$ cat src/rtl/fcvt_round_stage.sv
// ============================================================================
// Module   : fcvt_round_stage
// Purpose  : Round/pack stage for FCVT.S.W / FCVT.S.WU, two-stage valid/ready
//            pipeline. Optional flush port under `FCVT_ROUND_FLUSH_EN.
// Revision : 1.0 - initial release
// ============================================================================
`default_nettype none

module fcvt_round_stage #(
  parameter int TAG_W = 6
) (
  input  logic             clk,
  input  logic             rst_n,
`ifdef FCVT_ROUND_FLUSH_EN
  input  logic             flush,
`endif
  input  logic             in_valid,
  output logic             in_ready,
  input  logic             in_sign,
  input  logic             in_zero,
  input  logic [7:0]       in_exp,
  input  logic [31:0]      in_sig,
  input  logic [2:0]       in_rm,
  input  logic [TAG_W-1:0] in_tag,
  output logic             out_valid,
  input  logic             out_ready,
  output logic [31:0]      out_result,
  output logic [4:0]       out_fflags,
  output logic [TAG_W-1:0] out_tag,
  output logic             busy
);

  localparam logic [2:0] c_rm_rne = 3'b000;
  localparam logic [2:0] c_rm_rtz = 3'b001;
  localparam logic [2:0] c_rm_rdn = 3'b010;
  localparam logic [2:0] c_rm_rup = 3'b011;
  localparam logic [2:0] c_rm_rmm = 3'b100;

  logic             r_s1_valid;
  logic             r_s1_sign;
  logic [7:0]       r_s1_exp;
  logic [22:0]      r_s1_mant;
  logic             r_s1_inc;
  logic [4:0]       r_s1_flags;
  logic [TAG_W-1:0] r_s1_tag;

  logic             r_s2_valid;
  logic [31:0]      r_s2_result;
  logic [4:0]       r_s2_flags;
  logic [TAG_W-1:0] r_s2_tag;

  logic             w_flush;
  logic             w_s2_adv;
  logic             w_s1_adv;
  logic             w_accept;
  logic [22:0]      w_mant;
  logic             w_g;
  logic             w_s;
  logic             w_inc;
  logic             w_illegal;
  logic             w_d_sign;
  logic [7:0]       w_d_exp;
  logic [22:0]      w_d_mant;
  logic             w_d_inc;
  logic [4:0]       w_d_flags;
  logic [23:0]      w_sum;
  logic [7:0]       w_exp_n;
  logic             w_unused;

`ifdef FCVT_ROUND_FLUSH_EN
  assign w_flush = flush;
`else
  assign w_flush = 1'b0;
`endif

  assign w_s2_adv = ~r_s2_valid | out_ready;
  assign w_s1_adv = ~r_s1_valid | w_s2_adv;
  assign in_ready = w_s1_adv & ~w_flush;
  assign w_accept = in_valid & in_ready;

  // Bit 31 is the implicit leading one and never reaches the packed result.
  assign w_unused = in_sig[31];
  assign w_mant   = in_sig[30:8];
  assign w_g      = in_sig[7];
  assign w_s      = |in_sig[6:0];
  assign w_illegal = (in_rm > c_rm_rmm);

  always_comb begin
    w_inc = 1'b0;
    case (in_rm)
      c_rm_rne: w_inc = w_g & (w_s | w_mant[0]);
      c_rm_rtz: w_inc = 1'b0;
      c_rm_rdn: w_inc = in_sign & (w_g | w_s);
      c_rm_rup: w_inc = ~in_sign & (w_g | w_s);
      c_rm_rmm: w_inc = w_g;
      default:  w_inc = 1'b0;
    endcase
  end

  // Special results are encoded as ordinary fields with inc=0 so S2 packs them as-is.
  always_comb begin
    w_d_sign  = in_sign;
    w_d_exp   = in_exp;
    w_d_mant  = w_mant;
    w_d_inc   = w_inc;
    w_d_flags = {4'b0000, w_g | w_s};
    if (w_illegal) begin
      w_d_sign  = 1'b0;
      w_d_exp   = 8'hFF;
      w_d_mant  = 23'h400000;
      w_d_inc   = 1'b0;
      w_d_flags = 5'b10000;
    end else if (in_zero) begin
      w_d_sign  = 1'b0;
      w_d_exp   = 8'h00;
      w_d_mant  = 23'h000000;
      w_d_inc   = 1'b0;
      w_d_flags = 5'b00000;
    end
  end

  // A mantissa carry leaves sum[22:0] at zero, so only the exponent needs adjusting.
  assign w_sum   = {1'b0, r_s1_mant} + {23'h000000, r_s1_inc};
  assign w_exp_n = r_s1_exp + {7'h00, w_sum[23]};

  always_ff @(posedge clk or negedge rst_n) begin
    if (!rst_n) begin
      r_s1_valid  <= 1'b0;
      r_s1_sign   <= 1'b0;
      r_s1_exp    <= 8'h00;
      r_s1_mant   <= 23'h000000;
      r_s1_inc    <= 1'b0;
      r_s1_flags  <= 5'b00000;
      r_s1_tag    <= '0;
      r_s2_valid  <= 1'b0;
      r_s2_result <= 32'h00000000;
      r_s2_flags  <= 5'b00000;
      r_s2_tag    <= '0;
    end else begin
      if (w_flush) begin
        r_s1_valid <= 1'b0;
        r_s2_valid <= 1'b0;
      end else begin
        if (w_s1_adv) r_s1_valid <= in_valid;
        if (w_s2_adv) r_s2_valid <= r_s1_valid;
      end
      if (w_accept) begin
        r_s1_sign  <= w_d_sign;
        r_s1_exp   <= w_d_exp;
        r_s1_mant  <= w_d_mant;
        r_s1_inc   <= w_d_inc;
        r_s1_flags <= w_d_flags;
        r_s1_tag   <= in_tag;
      end
      if (w_s2_adv && r_s1_valid) begin
        r_s2_result <= {r_s1_sign, w_exp_n, w_sum[22:0]};
        r_s2_flags  <= r_s1_flags;
        r_s2_tag    <= r_s1_tag;
      end
    end
  end

  assign out_valid  = r_s2_valid;
  assign out_result = r_s2_result;
  assign out_fflags = r_s2_flags;
  assign out_tag    = r_s2_tag;
  assign busy       = r_s1_valid | r_s2_valid;

endmodule

`default_nettype wire

$ cat config.mk
export PLATFORM = sky130hd
export DESIGN_NAME = fcvt_round_stage
export DESIGN_NICKNAME = d
export VERILOG_FILES = /design/src/rtl/fcvt_round_stage.sv
export SDC_FILE = /design/constraint.sdc
export NUM_CORES = 1
export LEC_CHECK = 0
export ABC_AREA = 1
export CORE_UTILIZATION = 57
export DETAILED_ROUTE_END_ITERATION = 7
export DONT_BUFFER_PORTS = 1
export GPL_ROUTABILITY_DRIVEN = 0
export PLACE_DENSITY = 0.75
export SYNTH_ARGS = -nofsm -noshare
export SYNTH_HDL_FRONTEND = slang
export SYNTH_SLANG_ARGS = --single-unit
$ cat constraint.sdc
create_clock -name clk -period 2.2 [get_ports clk]
set_clock_uncertainty 0.1 [all_clocks]
set_input_delay 0.22 -clock clk [delete_from_list [all_inputs] [get_ports clk]]
set_output_delay 0.22 -clock clk [all_outputs]
set_load 0.005 [all_outputs]
==> key figures, run 1 <==
Setup path
  • CP bufs+invs: 0
  • Startpoint Class: flop
  • Crit. End Element: flop
  • WP data arrival: 2460 ps
  • Worst-path fanout max: 3
  • Crit path largest cell delay: 360 ps
  • CP max-delay cell: dfrtp_1
  • Crit path capture: out_result[29]
  • Reg2Reg Depth: 13
  • FF-to-FF End: out_result[29]
  • FF-to-FF setup slack: -90 ps
  • Req. time, crit path: between 2000 and 2500 ps
  • Crit path cell chain: ha_2 > nand2_2 > nor2_2 > nand2_1 > nor2_2 > nand2_2 > nor3_4 > ha_4 > ha_4 > nand4_1 > nor2_1 > nand2_1 > a31oi_1
  • WS Path Type: reg2reg
  • WP depth: 13
  • Worst r2r src: r_s1_mant[0]
  • Crit path max-delay family: simple AND/OR/NAND/NOR gates
  • Critical path origin: r_s1_mant[0]

Die
  • Floorplan Core Area: about 0.0065 sq mm
  • Die height: 85.12 microns
  • Top Ports: 101
  • Starting Density: 0.6062
  • Num rows: 29
  • Die width: 85.12 microns
  • Die footprint: 0.007245 sq mm

CTS
  • # hold bufs at CTS: 41
  • CTS root buffer: clkbuf_8
  • H-tree depth: 3
  • CTS buffer count: 9
  • CTS tree: done
  • CTS sink cnt: 83
  • Clock slew at reported path FFs: about 90 ps
  • Clock tree buffer depth: 2
  • Worst-skew pair later-pin latency: 360 ps

Global route
  • First-pass GRT wire length: 15.23 mm
  • Remaining Overflow, GRT: 0
  • Largest net degree at the start of global routing: 84
  • Initial antenna violation count: 0
  • Vias in the first global route: about 3400
  • Tot GR Track Use: 0.2719

Power and ir drop
  • Power density over the cells: 800.3 mW/mm^2
  • Switching power: 1165 uW
  • P_leak: 0.002320 uW
  • Seq pwr share: 0.523
  • Peak supply drop: 441.6 uV
  • Switch share: 0.2995
  • Clock Power Share: 0.318
  • Comb pwr share: 0.159
  • Cell internal pwr: 2724 uW
  • PnR Total Power: 3889 uW

Layout
  • Area grow syn2layout: 23.42%
  • Finished Cell Area: 0.004860 sq mm
  • Most frequent cells in the layout: nand2_1 (173), dfrtp_1 (83), dlygate4sd3_1 (41)
  • Final #Nets: 598
  • Diode count: 0
  • Utilization of the core after routing: 0.7482
  • Fillers: 452
  • Layout cells sized above 1: 0.1379
  • Most common cell after layout, fill and taps aside: nand2_1

Timing
  • Setup ws final: -94.51 ps
  • Hold Slack: -551.1 ps
  • Period utilisation layout: 1.043
  • Total negative slack: -248.2 ps
  • Unrepaired setup endpoints after global routing: true
  • Fin crit period: 2295 ps
  • Hold Vio Cnt, Final: 83
  • Endpoints failing setup: 3
  • F_max: 0.4358 GHz
  • Slew Viols, Final: 0

Flow run
  • Max capacitance violation total: 0

Place
  • Dpl cell area: 0.004096 sq mm
  • HPWL after DPL: 5.896 mm
  • Input/output buffers: 0

Outcome
  • Failing checks: hold timing, setup timing
  • Status: complete, but fails checks

Drt
  • Iteration-0 DRC count of the detailed router: 185
  • Residual DRC: 0
  • Router iterations before antenna repair: 5
  • Vias: 3357
  • Routed WL: slightly above 9 mm
  • Post-DR wirelength/cell: 15.07 microns
  • Antenna viol nets, final: 0
  • Routed vias/inst: 5.406

Synth
  • Post-Synth Adder-Cell Area: 0.01271
  • Syn Area/Cell: ~8.2 sq um
  • Largest family of logic cells by synthesized area: simple AND/OR/NAND/NOR gates
  • Compound-gate portion of the synthesized area: 0.08675
  • Warnings from Yosys: 0
  • Post-Syn Area: 0.003938 sq mm
  • Mapped Cells: 478
  • Post-synthesis register bit count: between 80 and 90
  • Yosys cell types: 34
  • Post-Synth XOR/XNOR Area: 0.02447
  • Post-synthesis simple-gate area fraction: 0.2803
  • Post-synthesis mux area share: 0
  • Seq/Total Area, Yosys: 0.5275

Min path
  • Worst Hold Class: in2async
==> synthesized netlist by cell type (all sizes together) <==
cell type / count / share of area
nand4: 1 / 0.0016
o211ai: 1 / 0.0019
xnor2: 2 / 0.0044
nor3b: 1 / 0.0019
inv: 39 / 0.038
nand3: 31 / 0.043
ha: 4 / 0.013
o21ai: 42 / 0.057
buf: 11 / 0.022
nor3: 2 / 0.0025
conb: 1 / 0.00095
dfrtp: 83 / 0.53
a31oi: 3 / 0.0048
nor2: 38 / 0.044
nand2: 183 / 0.18
clkinv: 1 / 0.00095
clkbuf: 6 / 0.0057
or2: 2 / 0.0032
xor2: 9 / 0.020
a21oi: 18 / 0.023
==> worst min-delay path by stage <==
| stage | slack [ps] | end | cells after the start | start |
|---|---|---|---|---|
| 4_1_cts | -560 | out_result[18] | 0 | rst_n |
| 2_1_floorplan | -180 | out_fflags[0] | 0 | rst_n |
| 3_3_place_gp | -170 | out_result[8] | 0 | rst_n |
| 3_5_place_dp | -170 | out_result[8] | 0 | rst_n |
| 6_report | -550 | r_s1_mant[18] | 0 | rst_n |
| 5_1_grt | -560 | out_result[16] | 0 | rst_n |
==> sequential cells by signal, summed over array words and instances (netlist names) <==
register / count
out_fflags: 2
out_result: 32
out_tag: 6
out_valid: 1
r_s1_exp: 8
r_s1_flags: 2
r_s1_inc: 1
r_s1_mant: 23
r_s1_sign: 1
r_s1_tag: 6
r_s1_valid: 1
==> what timing repair did <==
item	CTS	global route
setup buffers	2	3
endpoints found under the hold margin	123	83
endpoints found under the setup margin	6	6
gates cloned	0	0
gates resized for setup	6	19
pin swaps	0	14
==> per-layer routing <==
metal  track usage  vias up  wire (microns)
met4        0.1217        0             187
met3       0.05350       23             544
met5             0        -               0
li1              -     1626               -
met2        0.4839      123            4846
met1        0.3186     1585            3778
==> worst register-to-register path, stage by stage, from the launching register on <==
cell and delay [ps]:
dfrtp_1 360, ha_2 190, nand2_2 50, nor2_2 110, nand2_1 90, nor2_2 140, nand2_2 90, nor3_4 230
ha_4 200, ha_4 130, nand4_1 140, nor2_1 160, nand2_1 70, a31oi_1 140
==> cells by family (layout without fill, tap and decap cells) <==
kind of cell | after synthesis | after routing
buffers and inverters | 57 | 121
adders and majority gates | 4 | 4
DFF | 83 | 83
and+or+nand+nor | 258 | 258
AOI/OAI and AO/OA | 64 | 64
other | 1 | 3
xor gates and xnor gates | 11 | 11
==> area by class of cell <==
type | instances | area, sq um | share of cell area
Tap cell | 77 | 96.34 | 0.01982
Inverter | 40 | 155.1 | 0.03193
Timing Repair Buffer | 65 | 610.6 | 0.1256
Multi-Input combinational cell | 340 | 1694 | 0.3486
Clock buffer | 10 | 137.6 | 0.02832
Clock inverter | 6 | 88.84 | 0.01828
Sequential cell | 83 | 2077 | 0.4274
==> power groups by stage <==
stage	clock network (uW)	registers, uW	logic (uW)
global placement	0	2040	515
finish	1240	2030	618
floorplan	0	1990	410
global route	1300	2060	705
detailed placement	0	2050	534
CTS	1230	2020	602
==> per-stage QoR <==
| stage | instances | setup WS, ps |
|---|---|---|
| 6_report | 621 | -94.51 |
| 4_1_cts | 619 | -6.180 |
| 3_3_place_gp | 560 | -44.71 |
| 3_5_place_dp | 560 | -155.1 |
| 5_1_grt | 621 | -232.4 |
| 2_1_floorplan | 480 | 176.7 |
Power figures use the tool's default switching activity.
==> inputs of run 2 (changes only) <==
--- a/config.mk
+++ b/config.mk
@@ -10,6 +10,7 @@
 export DETAILED_ROUTE_END_ITERATION = 7
 export DONT_BUFFER_PORTS = 1
 export GPL_ROUTABILITY_DRIVEN = 0
+export GPL_TIMING_DRIVEN = 0
 export PLACE_DENSITY = 0.75
 export SYNTH_ARGS = -nofsm -noshare
 export SYNTH_HDL_FRONTEND = slang
==> run 2 against run 1 <==
  * The run still ends with hold timing, setup timing left
  * Fmax shrank 1.7%
  * Combinational power grew 1%
  * First-iteration DRC count shrank 20%
  * Largest cell class unchanged
  * Global-route usage grew 1.4 points
  * Count of clock-buffer cells in the layout shrank 1
==> key figures, run 2 (synthesized netlist as in run 1, its figures left out) <==
Drt
  • Routed vias/inst: 5.377 (was 5.406)
  • Post-DR wirelength/cell: 15.23 microns (was 15.07 microns)
  • Iteration-0 DRC count of the detailed router: 148 (was 185)
  • Routed WL: 9.562 mm (was 9.356 mm)
  • Routed met1 length: 3.878 mm (was 3.778 mm)
  • Met2 Wirelength: 5.020 mm (was 4.846 mm)
  • WL met3: 576 microns (was 544 microns)
  • Top sig layer: met4 (unchanged)
  • Residual DRC: 0 (unchanged)
  • Antenna viol nets, final: 0 (unchanged)
  • Vias: 3377 (was 3357)
  • Router iterations before antenna repair: 4 (was 5)

CTS
  • CTS root buffer: clkbuf_8 (unchanged)
  • H-tree depth: 3 (unchanged)
  • Clock tree buffer depth: 2 (unchanged)
  • CTS sink cnt: 83 (unchanged)
  • Worst-skew pair later-pin latency: 360 ps (about the same)
  • Clock slew at reported path FFs: 80 ps (was 90 ps)
  • CTS buffer count: 9 (unchanged)
  • CTS tree: done (unchanged)
  • # hold bufs at CTS: 46 (was 41)

Setup path
  • CP max-delay cell: dfrtp_1 (unchanged)
  • Crit path largest cell delay: 370 ps (was 360 ps)
  • CP bufs+invs: 0 (unchanged)
  • Worst r2r src: r_s1_inc (was r_s1_mant[0])
  • Crit path max-delay family: simple AND/OR/NAND/NOR gates (unchanged)
  • Critical path origin: r_s1_inc (was r_s1_mant[0])
  • Worst-path fanout max: 3 (unchanged)
  • Crit. End Element: flop (unchanged)
  • WS Path Type: reg2reg (unchanged)
  • Most frequent CP cell: nand2_2
  • WP data arrival: 2490 ps (was 2460 ps)
  • Crit path cell chain: ha_2 > nand2_2 > nor2_4 > nand2_2 > nor2_4 > nand2_2 > nor3_4 > ha_4 > nand3_4 > nor2_4 > nand2_2 > nor2_2 > nand2_1 > nand3_1 > nand2_1 (was ha_2 > nand2_2 > nor2_2 > nand2_1 > nor2_2 > nand2_2 > nor3_4 > ha_4 > ha_4 > nand4_1 > nor2_1 > nand2_1 > a31oi_1)
  • Startpoint Class: flop (unchanged)
  • Req. time, crit path: 2360 ps (was 2370 ps)

Power and ir drop
  • P_leak: 0.002303 uW (was 0.002320 uW)
  • Power density over the cells: 787.0 mW/mm^2 (was 800.3 mW/mm^2)
  • Peak supply drop: 570.9 uV (was 441.6 uV)

Layout
  • Final #Nets: 605 (was 598)
  • Diode count: 0 (unchanged)
  • Most common cell after layout, fill and taps aside: nand2_1 (unchanged)
  • Most frequent cells in the layout: nand2_1 (173), dfrtp_1 (83), dlygate4sd3_1 (46) (was nand2_1 (173), dfrtp_1 (83), dlygate4sd3_1 (41))
  • Largest register FFs: 32 (unchanged)
  • Area grow syn2layout: 24.09% (was 23.42%)
  • Layout cells sized above 1: 0.1289 (was 0.1379)
  • Finished Cell Area: 0.004886 sq mm (was 0.004860 sq mm)

Global route
  • First-pass GRT wire length: 15.75 mm (was 15.23 mm)
  • Vias in the first global route: 3320 (was 3388)
  • Largest net degree at the start of global routing: 84 (unchanged)
  • Remaining Overflow, GRT: 0 (unchanged)
  • Tot GR Track Use: 0.2859 (was 0.2719)
  • Initial antenna violation count: 0 (unchanged)

Timing
  • Endpoints failing setup: 4 (was 3)
  • Period utilisation layout: 1.061 (was 1.043)
  • Slew HR: 0.6231
  • Unrepaired setup endpoints after global routing: true (unchanged)
  • Worst Tran Pin Value: 565.3 ps
  • Hold Slack: -551.5 ps (was -551.1 ps)
  • Fin crit period: 2334 ps (was 2295 ps)
  • Slew Viols, Final: 0 (unchanged)
  • Setup ws final: -134.3 ps (was -94.51 ps)
  • F_max: 0.4284 GHz (was 0.4358 GHz)
  • Hold Vio Cnt, Final: 83 (unchanged)

Min path
  • Worst Hold Class: in2async (unchanged)

Outcome
  • Status: complete, but fails checks (unchanged)
  • Failing checks: hold timing, setup timing (unchanged)

Place
  • Dpl cell area: 0.004041 sq mm (was 0.004096 sq mm)
  • HPWL after DPL: 6.337 mm (was 5.896 mm)
  • Input/output buffers: 0 (unchanged)

Die
  • Die height: 85.12 microns (unchanged)
  • Starting Density: 0.6062 (unchanged)
  • Die width: 85.12 microns (unchanged)
  • Top Ports: 101 (unchanged)
  • Num rows: 29 (unchanged)
  • Floorplan Core Area: 0.006495 sq mm (unchanged)
  • Die footprint: 0.007245 sq mm (unchanged)

Flow run
  • Max capacitance violation total: 0 (unchanged)
==> run 2: cell types whose count changed in the layout (fill, tap and decap cells not counted), sizes merged <==
cell         delta
clkinvlp        +1
buf             -4
dlygate4sd3     +5
clkbuf          +5
==> run 2: layer usage <==
metal	track usage	vias up
li1	-	1638
met1	0.3472	1627
met2	0.5000	103
met3	0.08560	9
met4	0.07088	0
met5	0	-
==> run 2: report_power, final <==
| part | total [uW] | switching [uW] | internal, uW |
|---|---|---|---|
| Combinational | 627 | 369 | 258 |
| Sequential | 2040 | 243 | 1800 |
| Clock | 1180 | 545 | 634 |
| Total | 3850 | 1160 | 2690 |
==> run 2: metrics by stage <==
step	setup TNS [ps]	utilization	worst slack [ps]	total power, uW	cells
2_1_floorplan	0	-	176.7	2402	480
3_3_place_gp	-880.5	0.6222	-258.5	2558	557
3_5_place_dp	-1576	0.6222	-361.6	2588	557
6_report	-355.2	0.7523	-134.3	3845	628
5_1_grt	-966.3	0.7523	-287.5	4054	628
4_1_cts	-172.9	0.7340	-91.88	3834	622
==> run 2: what timing repair did <==
action,in CTS,in global routing
endpoints found under the setup margin,7,7
endpoints found under the hold margin,124,83
buffers inserted,3,6
pin swaps,1,13
gates resized for setup,8,15
==> run 2: worst reg2reg max path: stages (launching register included) <==
cell     delay [ps]
dfrtp_1         370
ha_2            200
nand2_2          80
nor2_4          130
nand2_2          90
nor2_4          110
nand2_2          80
nor3_4          270
ha_4            200
nand3_4         100
nor2_4          130
nand2_2          80
nor2_2          110
nand2_1          60
nand3_1          80
nand2_1          50
==> run 2: layout make-up <==
cell class / count / area (sq um)
Clock inverter: 7 / 92.59
Clock buffer: 9 / 123.9
Multi-Input combinational cell: 340 / 1703
Buffer: 17 / 110.1
Inverter: 40 / 155.1
Tap cell: 77 / 96.34
Fill cell: 489 / 1609
Sequential cell: 83 / 2077
Timing Repair Buffer: 55 / 528.0
==> run 2: final timing paths <==
check	to	slack [ps]	cells past startpoint
max	out_result[30]	-130	15
min	out_result[3]	-550	0
max reg2reg	out_result[30]	-130	15
min reg2reg	out_tag[1]	370	2
max in group asynchronous	out_fflags[0]	2420	0
min in group clk	r_s1_exp[3]	0	2
